[src/rtl/router_fifo_if.sv]
// Handshake bundle between a router output FIFO and its neighbours.
// Latency: n/a (wiring only).
// Backpressure: full/empty flags carried back to writer and reader.
//
// Ports (signals):
//   sft_rst   : synchronous soft reset from the synchronizer
//   we        : write enable, lfd_state : header-byte flag, data_in : write byte
//   re        : read enable,  data_out  : registered read byte
//   full, empty, pkt_busy : FIFO status
// master = synchronizer/consumer side, slave = FIFO side.
interface router_fifo_if #(
  parameter int WIDTH = 8
);
  logic             sft_rst;
  logic             we;
  logic             lfd_state;
  logic [WIDTH-1:0] data_in;
  logic             re;
  logic [WIDTH-1:0] data_out;
  logic             full;
  logic             empty;
  logic             pkt_busy;

  modport master (
    output sft_rst, we, lfd_state, data_in, re,
    input  data_out, full, empty, pkt_busy
  );

  modport slave (
    input  sft_rst, we, lfd_state, data_in, re,
    output data_out, full, empty, pkt_busy
  );
endinterface

[src/rtl/router_fifo.sv]
// Per-port output FIFO of the 1x3 router; stores {header flag, byte}, tracks packet drain.
// Latency: data_out registered, valid one cycle after the accepting read edge.
// Backpressure: writes dropped while full, reads ignored while empty (flags sampled pre-edge).
//
// Ports:
//   clk : rising-edge clock
//   rst : asynchronous active-high reset
//   bus : router_fifo_if.slave (sft_rst, we, lfd_state, data_in, re,
//         data_out, full, empty, pkt_busy)
module router_fifo #(
  parameter int WIDTH  = 8,
  parameter int DEPTH  = 16,
  parameter int ADDR_W = 4
) (
  input  logic         clk,
  input  logic         rst,
  router_fifo_if.slave bus
);

  logic [WIDTH:0]   mem [DEPTH];
  logic [ADDR_W:0]  wr_ptr;
  logic [ADDR_W:0]  rd_ptr;
  logic [6:0]       pkt_cnt;
  logic [6:0]       pkt_next;
  logic [WIDTH-1:0] data_q;
  logic [WIDTH:0]   rd_word;
  logic             empty_w;
  logic             full_w;
  logic             wr_fire;
  logic             rd_fire;

  // Extra wrap bit distinguishes full (wrap bits differ) from empty.
  assign empty_w = (wr_ptr == rd_ptr);
  assign full_w  = (wr_ptr[ADDR_W] != rd_ptr[ADDR_W]) &&
                   (wr_ptr[ADDR_W-1:0] == rd_ptr[ADDR_W-1:0]);

  assign wr_fire = bus.we & ~full_w;
  assign rd_fire = bus.re & ~empty_w;
  assign rd_word = mem[rd_ptr[ADDR_W-1:0]];

  // Header byte carries payload length in [7:2]; count payload plus parity.
  // A header seen mid-packet simply reloads (truncated packet).
  always_comb begin
    pkt_next = pkt_cnt;
    if (rd_fire) begin
      if (rd_word[WIDTH]) begin
        pkt_next = {1'b0, rd_word[7:2]} + 7'd1;
      end else if (pkt_cnt != 7'd0) begin
        pkt_next = pkt_cnt - 7'd1;
      end
    end
  end

  always_ff @(posedge clk or posedge rst) begin
    if (rst) begin
      for (int i = 0; i < DEPTH; i++) begin
        mem[i] <= '0;
      end
    end else if (bus.sft_rst) begin
      for (int i = 0; i < DEPTH; i++) begin
        mem[i] <= '0;
      end
    end else if (wr_fire) begin
      mem[wr_ptr[ADDR_W-1:0]] <= {bus.lfd_state, bus.data_in};
    end
  end

  always_ff @(posedge clk or posedge rst) begin
    if (rst) begin
      wr_ptr  <= '0;
      rd_ptr  <= '0;
      pkt_cnt <= '0;
      data_q  <= '0;
    end else if (bus.sft_rst) begin
      wr_ptr  <= '0;
      rd_ptr  <= '0;
      pkt_cnt <= '0;
      data_q  <= '0;
    end else begin
      if (wr_fire) begin
        wr_ptr <= wr_ptr + 1'b1;
      end
      if (rd_fire) begin
        rd_ptr <= rd_ptr + 1'b1;
        data_q <= rd_word[WIDTH-1:0];
      end
      pkt_cnt <= pkt_next;
    end
  end

  assign bus.data_out = data_q;
  assign bus.full     = full_w;
  assign bus.empty    = empty_w;
  assign bus.pkt_busy = (pkt_cnt != 7'd0);

endmodule
[src/flat_wrapper.sv]
// flat-port wrapper written by rule: the top's interface ports become plain ports
module router_fifo_flat 
#(
  parameter int WIDTH  = 8,
  parameter int DEPTH  = 16,
  parameter int ADDR_W = 4
)
  (clk, rst, bus_sft_rst, bus_we, bus_lfd_state, bus_data_in, bus_re, bus_data_out, bus_full, bus_empty, bus_pkt_busy);
  router_fifo_if #(.WIDTH(WIDTH)) bus_i ();
  input  logic clk;
  input  logic rst;
  input wire logic [$bits(bus_i.sft_rst)-1:0] bus_sft_rst;
  input wire logic [$bits(bus_i.we)-1:0] bus_we;
  input wire logic [$bits(bus_i.lfd_state)-1:0] bus_lfd_state;
  input wire logic [$bits(bus_i.data_in)-1:0] bus_data_in;
  input wire logic [$bits(bus_i.re)-1:0] bus_re;
  output wire logic [$bits(bus_i.data_out)-1:0] bus_data_out;
  output wire logic [$bits(bus_i.full)-1:0] bus_full;
  output wire logic [$bits(bus_i.empty)-1:0] bus_empty;
  output wire logic [$bits(bus_i.pkt_busy)-1:0] bus_pkt_busy;
  assign bus_i.sft_rst = bus_sft_rst;
  assign bus_i.we = bus_we;
  assign bus_i.lfd_state = bus_lfd_state;
  assign bus_i.data_in = bus_data_in;
  assign bus_i.re = bus_re;
  assign bus_data_out = bus_i.data_out;
  assign bus_full = bus_i.full;
  assign bus_empty = bus_i.empty;
  assign bus_pkt_busy = bus_i.pkt_busy;
  router_fifo #(.WIDTH(WIDTH), .DEPTH(DEPTH), .ADDR_W(ADDR_W)) u_core (.clk(clk), .rst(rst), .bus(bus_i));
endmodule
[config.mk]
export PLATFORM = sky130hd
export DESIGN_NAME = router_fifo_flat
export DESIGN_NICKNAME = d
export VERILOG_FILES = /design/src/rtl/router_fifo_if.sv /design/src/rtl/router_fifo.sv /design/src/flat_wrapper.sv
export SDC_FILE = /design/constraint.sdc
export NUM_CORES = 1
export LEC_CHECK = 0
export CAP_MARGIN = 20
export CELL_PAD_IN_SITES_DETAIL_PLACEMENT = 0
export CELL_PAD_IN_SITES_GLOBAL_PLACEMENT = 2
export CORE_MARGIN = 4
export CORE_UTILIZATION = 40
export DETAILED_ROUTE_END_ITERATION = 8
export DONT_BUFFER_PORTS = 1
export GPL_ROUTABILITY_DRIVEN = 0
export HOLD_SLACK_MARGIN = 0.15
export PLACE_DENSITY = 0.85
export RECOVER_POWER = 100
export SLEW_MARGIN = 5
export SYNTH_ARGS = -nofsm -noshare
export SYNTH_HDL_FRONTEND = slang
export SYNTH_SLANG_ARGS = --single-unit
export TNS_END_PERCENT = 5
[constraint.sdc]
create_clock -name clk -period 5.77 [get_ports clk]
set_input_delay 0.577 -clock clk [delete_from_list [all_inputs] [get_ports clk]]
set_output_delay 0.577 -clock clk [all_outputs]
set_load 0.01 [all_outputs]
### After elaboration in Yosys (flattened, before gate mapping)

Index checks and enable logic that the tools add are counted.

| storage, ports and cells | value |
|---|---|
| word-level logic and storage cells | 61 |
| output and inout bits | 11 |
| bits of input ports | 14 |
| bits in registers | 169 |

| operators by class | value |
|---|---|
| add/sub/neg operators | 4 |
| reduce and logical (&&, ||, !) cells | 7 |
| multiplexer cells | 18 |
| bitwise logic cells | 6 |
| equal/unequal tests | 3 |
| magnitude comparators | 3 |

Operators with widths:

| kind | number |
|---|---|
| $mux 144 | 2 |
| $bwmux 144 | 1 |
| $bmux 9 s4 | 1 |
| $demux 9 s4 | 1 |
| $mux 7 | 4 |
| $mux 9 | 3 |
| $mux 5 | 4 |
| $mux 8 | 2 |
| $add 5x1->5 const B | 2 |
| $ge 5x5->1 const B | 2 |
| $not 4->5 | 2 |
| $add 6x1->7 const B | 1 |
| $reduce_bool 7->1 | 1 |
| $sub 7x1->7 const B | 1 |
| $eq 5x5->1 | 1 |
| $lt 5x1->1 const B | 1 |
| $eq 4x4->1 | 1 |
| $reduce_bool 2->1 | 2 |
| $reduce_bool 3->1 | 1 |
| $and 1x1->1 | 2 |
| $logic_and 1x1->1 | 2 |
| $not 1->1 | 2 |
| $reduce_and 2->1 | 1 |
| $ne 1x1->1 | 1 |

### Logic depth before layout (Yosys ltp)

Gate-level depths: netlist of the first run.

| depth | value |
|---|---|
| word-level depth | 8 |
| mapped depth | 11 |
| mapped depth without buffers | 8 |

### Least setup slack after synthesis of the first run

Ideal clock, no wire load.

| timing path | value |
|---|---|
| kind | register -> register |
| start point | register u_core.rd_ptr[0] |
| end point | register u_core.pkt_cnt[2] |
| data arrival time | 2.326 ns |
| setup slack | 3.309 ns |
| library setup time | 0.135 ns |
| required time | 5.635 ns |
| cell stages (with the launch flop) | 11 |
| path buffers | 3 |
| period minus slack after synthesis | 2.461 ns |
| cells stage by stage | dfrtp_1 buf_6 buf_6 buf_4 mux4_2 a22oi_1 nand3_1 ha_1 xor2_1 a221oi_1 nor3_1 |

| between the ends | value |
|---|---|
| word-level cells in the longest chain between the ends | 8 |
| elaborated cells on any way between the ends | 14 |
| classes of those cells | add/sub (1); eq/ne (1); mux (6); bitwise (3); reduce/logical (3) |

Ends and longest elaborated chain:

| item | line | RTL |
|---|---|---|
| start, declared | router_fifo.sv:22 | `logic [ADDR_W:0] rd_ptr;` |
| start signal, assigned | router_fifo.sv:84 | `rd_ptr <= rd_ptr + 1'b1;` |
| $not 4->5 (not written as such) | router_fifo.sv:39 | `assign rd_word = mem[rd_ptr[ADDR_W-1:0]];` |
| $bmux 9 s4 | router_fifo.sv:39 |  |
| $mux 9 (not written as such) (2 in series) | router_fifo.sv:39 |  |
| $add 6x1->7 | router_fifo.sv:47 | `pkt_next = {1'b0, rd_word[7:2]} + 7'd1;` |
| $mux 7 | router_fifo.sv:46 | `if (rd_word[WIDTH]) begin` |
| $mux 7 | router_fifo.sv:45 | `if (rd_fire) begin` |
| $mux 7 | router_fifo.sv:74 | `end else if (bus.sft_rst) begin` |
| end signal, assigned | router_fifo.sv:87 | `pkt_cnt <= pkt_next;` |
| end, declared | router_fifo.sv:23 | `logic [6:0] pkt_cnt;` |

Several ways; a longest one is shown, not always the timed one. The select of a mux whose other input is x is not followed.
A chain may end at the register's enable or synchronous reset.

### Final worst setup path of the first run

| timing path | value |
|---|---|
| start point | register u_core.rd_ptr[0] |
| end point | register u_core.pkt_cnt[5] |

Same word-level chain as after synthesis.

==> impl_metrics.py, run 1 <==
metrics = {
    "die": {
        "dieArea_um2": 23660,
        "io-pin-count": 25,
        "fp.dieH_um": 153.8,
        "fp.dieW_um": 153.8,
        "rows": 53,
        "start_util_pct": 40.59,
        "coreArea_um2": 20960,
    },
    "pwr": {
        "ir_worst_vdd_mv": 0.1781,
        "p_total_w": 0.002739,
        "leakagePower_nw": 4.919,
        "power_per_cell_area_nw_per_um2": 300.0,
    },
    "critical_path": {
        "reg2reg_setup_slack_ps": 1680,
        "rr_startpoint": "u_core.rd_ptr[0]$_DFFE_PP0P_",
        "reg2reg_depth": 6,
        "slowest_delay_ps": 1540,
        "cp_slowest_cell": "o21ai_0",
        "path_common_cell": "o21ai_0",
        "path_class": "reg -> reg",
        "path_cells": "xnor2_1, nand4_1, o21ai_0, o21ai_0, a21oi_1, a31o_2",
        "cp-start-kind": "flop",
        "cp_max_fo": 24,
        "end_kind": "flop",
        "crit_arrival_ps": 4460,
        "cp-startpoint": "u_core.rd_ptr[0]$_DFFE_PP0P_",
        "r2r-end": "u_core.pkt_cnt[5]$_DFFE_PP0P_",
        "crit_required_ps": 6140,
    },
    "grt": {
        "grt_pass1_wl_um": 33340,
        "grt_overflow": 0,
        "grt_usage_pct": 18.10,
        "antenna_found_initial": 0,
        "first_global_vias": 5657,
        "grt_max_degree": 172,
    },
    "synthesis": {
        "ys_warn_count": 0,
        "yosys.area.top_type_share_pct": 49.72,
        "yosys-top-cells-count": "169 x dfrtp_1, 166 x nor2_1, 152 x mux2i_1, 33 x clkbuf_1, 31 x mux4_2",
        "netlist_area_um2": 8506,
        "synth_cell_types": 45,
        "async_reset_ff_share_pct": 100.0,
        "synth_edf_count": 0,
        "synth_top_flop_cell": "dfrtp_1",
        "synth.avg_cell_area_um2": 11.62,
        "synthCells": 732,
        "synth_area_leaders": "dfrtp_1 50%, mux2i_1 18%, mux4_2 8.2%, nor2_1 7.3%, mux4_1 2.5%",
        "yosys.cell_count.top_type": "dfrtp_1",
        "synth_fp_nets": 753,
        "synth-seq-area-share_pct": 49.72,
        "synth_seq_cells": 169,
        "yosys.area.top_type": "dfrtp_1",
    },
    "finish": {
        "n_antenna_cell": 0,
        "stdcell_count": 980,
        "drive_gt1_share_pct": 10.35,
        "fin_nets": 713,
        "syn2layout_area_growth_pct": 7.355,
        "num-fill-cells": 1957,
        "final_area_um2": 9131,
        "seq_area_um2": 4230,
        "multi_input_area_um2": 3928,
    },
    "detailed_routing": {
        "wirelength_um": 20520,
        "postRouteAntennaNets": 0,
        "drc": 0,
        "vias": 5586,
        "first_pass_iters": 7,
        "wire_per_inst_um": 20.94,
        "via_per_inst": 5.700,
        "first_iter_violations": 365,
    },
    "clock_network": {
        "h-tree-depth": 4,
        "cts_inserted_buffers": 17,
        "clock_latency_ps": 430,
        "clk_pin_slew_worst_paths_ps": 70,
        "clock_sinks": 169,
        "cts_setup_buffers": 0,
        "cts_tree": "built",
        "root_buffer": "clkbuf_16",
        "cts_max_path_buffers": 2,
    },
    "status": {
        "failed_checks": "capacitance limit, slew limit",
        "outcome": "finished with violations",
    },
    "placed_design": {
        "io_buffers": 0,
        "place_inst": 947,
        "dp_slack_ps": 2355,
        "hpwl_um": 13240,
        "placed_area_um2": 8572,
    },
    "sta": {
        "period_share_pct": 70.95,
        "clock_skew_ps": 7.119,
        "slew_headroom_pct": -57.93,
        "tightest_slew_ps": 2356,
        "drv_slew": 217,
        "clock.fmax_ghz": 0.2443,
        "period_needed_ps": 4094,
        "rsz0062_at_grt": "false",
        "fin_tns_setup_ps": 0,
        "hold_viol": 0,
        "setup_viol": 0,
        "finalWorstSetupSlack_ps": 1676,
    },
    "job": {
        "cap_violations": 5,
    },
    "hold_path": {
        "worstHoldStart": "bus_sft_rst",
        "hold_path.class": "in -> reg",
        "hold_depth": 1,
        "min_to": "u_core.wr_ptr[4]$_DFFE_PP0P_",
    },
}
metal layers:
metal / part of all wire, % / GRT usage, % / vias up
met4: 1.1 / 4.500 / 0
li1: - / - / 2476
met5: 0 / 0 / -
met2: 50 / 29.81 / 149
met1: 44 / 24.66 / 2937
met3: 4.8 / 3.828 / 24
power by group:
part / internal (W) / switching [W]
Clock: 0.000607 / 0.000476
Combinational: 0.000155 / 0.000224
Sequential: 0.00121 / 0.0000629
Total: 0.00198 / 0.000763
flip-flops by register name, indices dropped and copies added (netlist names):
| register | count |
|---|---|
| u_core.mem | 144 |
| u_core.pkt_cnt | 7 |
| u_core.bus.data_out | 8 |
| u_core.wr_ptr | 5 |
| u_core.rd_ptr | 5 |
area by class of cell:
cell class | instances | area share, %
repair buffers | 5 | 0.3837
multi-input cells | 491 | 43.01
inverters | 8 | 0.3426
clock buffers | 19 | 4.851
flip-flops and latches | 169 | 46.33
clock inverters | 13 | 1.315
well taps | 275 | 3.768
worst max-delay path: cells and delay by family (launching register included):
kind             cells  cell delay (ps)
AND/OR/NAND/NOR      1              220
XOR/XNOR             1              210
flip-flops           1             1390
AO/OA/AOI/OAI        4             2210
metrics by stage:
step                      utilization [%]  hold slack [ps]
final                               43.58            215.2
after global routing                43.58            190.7
after CTS                           43.64            203.0
after detailed placement            40.91            508.4
after global placement              40.91            493.7
after floorplan                         -            479.8
kinds of logic (layout without fill, tap and decap cells):
group,Yosys count,after routing,synth area share [%]
AND/OR/NAND/NOR,236,236,11.72
multiplexers,193,193,28.83
flip-flops,169,169,49.72
buffers and inverters,72,45,4.060
AO/OA/AOI/OAI,36,36,2.677
XOR/XNOR,19,19,1.956
adder cells (fa/ha/maj),7,7,1.030
timing repair:
item | in CTS | in global routing
hold buffers | 1 | 0
gates resized for setup | 0 | 0
endpoints found under the hold margin | 49 | 0
worst max path at each step:
stage	slack, ps	depth (start not counted)	end
2_1_floorplan	620	1	u_core.bus.data_out[0]$_DFFE_PP0P_
3_3_place_gp	2430	6	u_core.mem[5]$_DFFE_PP0P_
3_5_place_dp	2350	6	u_core.mem[4]$_DFFE_PP0P_
4_1_cts	2360	6	u_core.mem[4]$_DFFE_PP0P_
5_1_grt	1200	6	u_core.pkt_cnt[5]$_DFFE_PP0P_
6_report	1680	6	u_core.pkt_cnt[5]$_DFFE_PP0P_
cell usage in the layout (no fill, tap or decap), drive strengths merged, types with 10 or more instances in the layout:
cell type,synthesis,routed
a21oi,13,13
nand3,18,18
clkbuf,33,21
mux2i,152,152
dfrtp,169,169
xor2,10,10
nand2,21,21
inv,8,10
nor2,166,166
mux4,39,39
No activity file was read; power rests on OpenSTA's default activity.
==> run 2, diff against run 1 <==
--- a/config.mk
+++ b/config.mk
@@ -14,7 +14,7 @@
 export DONT_BUFFER_PORTS = 1
 export GPL_ROUTABILITY_DRIVEN = 0
 export HOLD_SLACK_MARGIN = 0.15
-export PLACE_DENSITY = 0.85
+export PLACE_DENSITY = 0.88
 export RECOVER_POWER = 100
 export SLEW_MARGIN = 5
 export SYNTH_ARGS = -nofsm -noshare
==> constraint.sdc (replaced) <==
create_clock -name clk -period 3.66 [get_ports clk]
set_input_delay 0.366 -clock clk [delete_from_list [all_inputs] [get_ports clk]]
set_output_delay 0.366 -clock clk [all_outputs]
set_load 0.01 [all_outputs]
==> run 2 against run 1 <==
The flow still finishes with violations (capacitance limit, slew limit). Flip-flop and latch count unchanged. Final cell count is 2.6% higher. Total power up 63%. Global-route usage increased by 0.19 points. Sequential power up 55%. First-iteration DRC count is 9.0% lower. Critical endpoint unchanged. Largest cell class unchanged. Highest routed layer is now met5.
==> impl_metrics.py, run 2 (synthesis gave the netlist of run 1 again) <==
metrics = {
    "grt": {
        "grt_overflow": 0,
        "antenna_found_initial": 3,
        "grt_max_degree": 169,
        "grt_usage_pct": 18.29,
        "grt_pass1_wl_um": 33690,
        "first_global_vias": 5871,
    },
    "critical_path": {
        "reg2reg_depth": 6,
        "crit_arrival_ps": 3580,
        "cp_max_fo": 17,
        "crit_required_ps": 4030,
        "cp-startpoint": "u_core.rd_ptr[0]$_DFFE_PP0P_",
        "path_class": "reg -> reg",
        "cp-start-kind": "flop",
        "end_kind": "flop",
        "rr_startpoint": "u_core.rd_ptr[0]$_DFFE_PP0P_",
    },
    "hold_path": {
        "hold_depth": 2,
        "hold_path.class": "in -> reg",
        "worstHoldStart": "bus_sft_rst",
    },
    "die": {
        "coreArea_um2": 20960,
        "dieArea_um2": 23660,
        "io-pin-count": 25,
        "fp.dieW_um": 153.8,
        "start_util_pct": 40.59,
        "rows": 53,
        "fp.dieH_um": 153.8,
    },
    "finish": {
        "drive_gt1_share_pct": 10.85,
        "multi_input_area_um2": 3928,
        "syn2layout_area_growth_pct": 10.28,
        "num-fill-cells": 1959,
        "fin_nets": 736,
        "final_common_cell": "dfrtp_1",
        "seq_area_um2": 4232,
        "top_register": "u_core.mem",
        "final_cell_mix": "167 x dfrtp_1, 166 x nor2_1, 152 x mux2i_1",
        "largest_register_ffs": 144,
    },
    "clock_network": {
        "clock_latency_ps": 430,
        "ctsResizeCount": 0,
        "root_buffer": "clkbuf_16",
        "cts_max_path_buffers": 2,
        "clk_pin_slew_worst_paths_ps": 70,
        "cts_inserted_buffers": 17,
        "clock_sinks": 169,
        "cts_tree": "built",
        "h-tree-depth": 4,
    },
    "detailed_routing": {
        "first_pass_iters": 4,
        "via_per_inst": 5.567,
        "postRouteAntennaNets": 0,
        "wire_per_inst_um": 20.73,
        "wirelength_um": 20830,
        "first_iter_violations": 332,
        "vias": 5595,
        "drc": 0,
    },
    "sta": {
        "rsz0062_at_grt": "false",
        "tightest_slew_ps": 1899,
        "clock_skew_ps": 11.88,
        "drv_slew": 18,
        "clock.fmax_ghz": 0.3116,
        "fin_tns_setup_ps": 0,
        "period_share_pct": 87.68,
        "hold_ws_ps": 194.7,
        "hold_viol": 0,
        "period_needed_ps": 3209,
        "slew_headroom_pct": -27.93,
        "finalWorstSetupSlack_ps": 451.0,
        "setup_viol": 0,
    },
    "pwr": {
        "ir_worst_vdd_mv": 0.2915,
        "power_per_cell_area_nw_per_um2": 476.8,
        "leakagePower_nw": 5.027,
    },
    "job": {
        "cap_violations": 1,
    },
    "placed_design": {
        "hpwl_um": 13200,
        "dp_slack_ps": 662.5,
        "io_buffers": 0,
    },
    "status": {
        "outcome": "finished with violations",
        "failed_checks": "capacitance limit, slew limit",
    },
}
## run 2: what timing repair did
action | 4_1_cts | 5_1_grt
setup endpoints to repair | 0 | 0
setup buffers | 0 | 0
hold buffers | 12 | 0
endpoints found under the hold margin | 278 | 0
## run 2: worst paths after layout
kind	to	slack, ps
worst max register to register	u_core.pkt_cnt[5]$_DFFE_PP0P_	450
worst min-delay path	u_core.pkt_cnt[5]$_DFFE_PP0P_	190
max in group asynchronous	u_core.wr_ptr[0]$_DFFE_PP0P_	1630
min in group asynchronous	u_core.mem[48]$_DFFE_PP0P_	330
worst max-delay path	u_core.pkt_cnt[5]$_DFFE_PP0P_	450
worst min register to register	u_core.mem[83]$_DFFE_PP0P_	520
## run 2: per-layer routing
metal / share of wire [%] / global-route usage (%) / up-vias / wire, um
met1: 45 / 24.61 / 2915 / 9460
met5: 0.062 / 0 / - / 13
met2: 48 / 28.79 / 121 / 10010
met4: 2.3 / 7.065 / 2 / 473
li1: - / - / 2523 / -
met3: 4.2 / 4.447 / 34 / 874
## run 2: worst max-delay path, stage by stage, from the launching register on
cell and delay (ps):
dfrtp_2 660, xnor2_1 170, nand4_1 200, o21ai_0 1480, o21ai_0 280, a21oi_1 230
a31o_2 120
## run 2: through the flow
step	instances	util, %	power [W]	instance area (um^2)
global route	1005	44.76	0.004662	9380
global placement	959	41.51	0.002646	8698
CTS	1003	44.92	0.004513	9414
floorplan	732	-	0.002542	8509
detailed placement	959	41.51	0.002663	8698
finish	1005	44.76	0.004473	9380
## run 2: final cells by class
type,instances,share of cell area [%]
Clock buffer,18,4.575
Timing Repair Buffer,28,2.801
Sequential cell,169,45.11
Clock inverter,14,1.587
Multi-Input combinational cell,491,41.87
Tap cell,275,3.668
Antenna cell,2,0.05335
Inverter,8,0.3335
## run 2: power breakdown
part / switching (W) / total (W) / internal, W
combinational: 0.000429 / 0.000698 / 0.000269
sequential: 0.0000731 / 0.00199 / 0.00191
clock: 0.000780 / 0.00179 / 0.00101
total: 0.00128 / 0.00447 / 0.00319
==> run 3, diff against run 2 <==
--- a/config.mk
+++ b/config.mk
@@ -10,6 +10,7 @@
 export CELL_PAD_IN_SITES_GLOBAL_PLACEMENT = 2
 export CORE_MARGIN = 4
 export CORE_UTILIZATION = 40
+export CTS_BUF_LIST = sky130_fd_sc_hd__clkbuf_2
 export DETAILED_ROUTE_END_ITERATION = 8
 export DONT_BUFFER_PORTS = 1
 export GPL_ROUTABILITY_DRIVEN = 0
==> run 3 against run 2 <==
The flow still finishes with violations (capacitance limit, slew limit). Via count decreased by 0.41%. Non-clock buffer count up 6. Final area shrank 3.1%. Critical endpoint is now u_core.mem[116]$_DFFE_PP0P_. Critical path type unchanged. Fmax rose by 3.4%. Register-to-register slack gained 110 ps. Total power down 17%. Wire length fell by 1.0%. Critical path depth grew 1.
==> impl_metrics.py, run 3 (synthesis gave the netlist of run 1 again) <==
metrics = {
    "status": {
        "outcome": "finished with violations",
        "failed_checks": "capacitance limit, slew limit",
    },
    "finish": {
        "fin_nets": 742,
        "final_common_cell": "dfrtp_1",
        "syn2layout_area_growth_pct": 6.811,
        "final_cell_mix": "167 x dfrtp_1, 166 x nor2_1, 152 x mux2i_1",
        "drive_gt1_share_pct": 10.63,
        "top_register": "u_core.mem",
        "fin_util_pct": 43.35,
        "stdcell_count": 1012,
        "num-fill-cells": 2000,
        "largest_register_ffs": 144,
    },
    "detailed_routing": {
        "wire_per_inst_um": 20.37,
        "first_iter_violations": 398,
        "first_pass_iters": 5,
        "wirelength_um": 20610,
        "via_per_inst": 5.506,
        "postRouteAntennaNets": 0,
        "drc": 0,
        "vias": 5572,
    },
    "sta": {
        "slew_headroom_pct": -77.31,
        "drv_slew": 108,
        "fin_tns_setup_ps": 0,
        "clock.fmax_ghz": 0.3223,
        "clock_skew_ps": 37.39,
        "hold_viol": 0,
        "rsz0062_at_grt": "false",
        "period_share_pct": 84.78,
        "tightest_slew_ps": 2660,
        "setup_viol": 0,
        "period_needed_ps": 3103,
    },
    "critical_path": {
        "cp_max_fo": 21,
        "path_class": "reg -> reg",
        "end_kind": "flop",
        "crit_required_ps": 4280,
        "crit_arrival_ps": 3720,
        "cp-start-kind": "flop",
    },
    "grt": {
        "antenna_found_initial": 5,
        "grt_usage_pct": 18.20,
        "grt_overflow": 0,
        "first_global_vias": 5904,
        "grt_max_degree": 172,
        "grt_pass1_wl_um": 33650,
    },
    "clock_network": {
        "clk_pin_slew_worst_paths_ps": 270,
        "ctsResizeCount": 0,
        "cts_max_path_buffers": 2,
        "h-tree-depth": 4,
        "root_buffer": "clkbuf_2",
        "cts_inserted_buffers": 17,
        "clock_latency_ps": 770,
        "cts_tree": "built",
        "clock_sinks": 169,
        "cts_setup_buffers": 0,
        "ctsHoldBuffers": 18,
    },
    "die": {
        "coreArea_um2": 20960,
        "dieArea_um2": 23660,
        "rows": 53,
        "fp.dieH_um": 153.8,
        "start_util_pct": 40.59,
        "io-pin-count": 25,
        "fp.dieW_um": 153.8,
    },
    "hold_path": {
        "hold_path.class": "in -> reg",
    },
    "job": {
        "cap_violations": 1,
    },
    "placed_design": {
        "hpwl_um": 13200,
        "io_buffers": 0,
        "place_inst": 959,
    },
    "pwr": {
        "power_per_cell_area_nw_per_um2": 406.2,
        "leakagePower_nw": 4.915,
        "ir_worst_vdd_mv": 0.1784,
    },
}
## run 3: changes by cell type in the layout (fill, tap and decap cells not counted), sizes merged
cell         change
buf              -2
clkbuf           +2
diode            +1
dlygate4sd3      +6
## run 3: layout make-up
cell class                 instances  area, um^2  share of cell area [%]
clock buffer                      18       90.09                  0.9916
inverter                           8       31.28                  0.3443
antenna                            3       7.507                 0.08263
timing repair buffer              34       304.0                   3.347
multi-input combinational        491        3928                   43.23
tap                              275       344.1                   3.787
clock inverter                    14       148.9                   1.639
sequential                       169        4232                   46.58
## run 3: path summary, 6_finish.rpt
kind                                              start                           end  slack [ps]  cells after the start
setup reg to reg           u_core.rd_ptr[0]$_DFFE_PP0P_   u_core.mem[116]$_DFFE_PP0P_         560                      7
max in group asynchronous                           rst  u_core.rd_ptr[1]$_DFFE_PP0P_         870                      3
hold / removal                           bus_data_in[1]   u_core.mem[136]$_DFFE_PP0P_         300                      3
hold reg to reg              u_core.mem[56]$_DFFE_PP0P_    u_core.mem[56]$_DFFE_PP0P_         550                      2
setup / recovery           u_core.rd_ptr[0]$_DFFE_PP0P_   u_core.mem[116]$_DFFE_PP0P_         560                      7
min in group asynchronous                           rst    u_core.mem[48]$_DFFE_PP0P_         490                      3
## run 3: routing by layer
metal	up-vias	global-route usage, %	wire [um]
met2	109	29.00	9957
met5	-	0	27
met4	4	6.476	399
met1	2891	24.44	9298
li1	2541	-	-
met3	27	4.391	930
## run 3: stage by stage
stage               hold slack [ps]  power (W)  setup WS (ps)  instance area, um^2
floorplan                     479.8   0.002542           1139                 8509
global placement              144.7   0.002646          710.3                 8698
detailed placement            150.8   0.002663          662.5                 8698
CTS                           213.7   0.003744          571.8                 9135
global route                  285.5   0.003886          224.3                 9085
finish                        299.1   0.003690          556.9                 9085
## run 3: power by group
| group | switching (W) | internal, W | leakage [nW] |
|---|---|---|---|
| Clock | 0.000685 | 0.000318 | 0.137 |
| Combinational | 0.000430 | 0.000269 | 2.43 |
| Sequential | 0.0000715 | 0.00192 | 2.35 |
## run 3: worst max-delay path: stages, from the launching register on
cell,delay [ps]
dfrtp_2,720
xnor2_1,170
nand4_1,210
o21a_1,470
nand3_1,310
clkbuf_1,760
mux2i_1,270
nor2_1,60
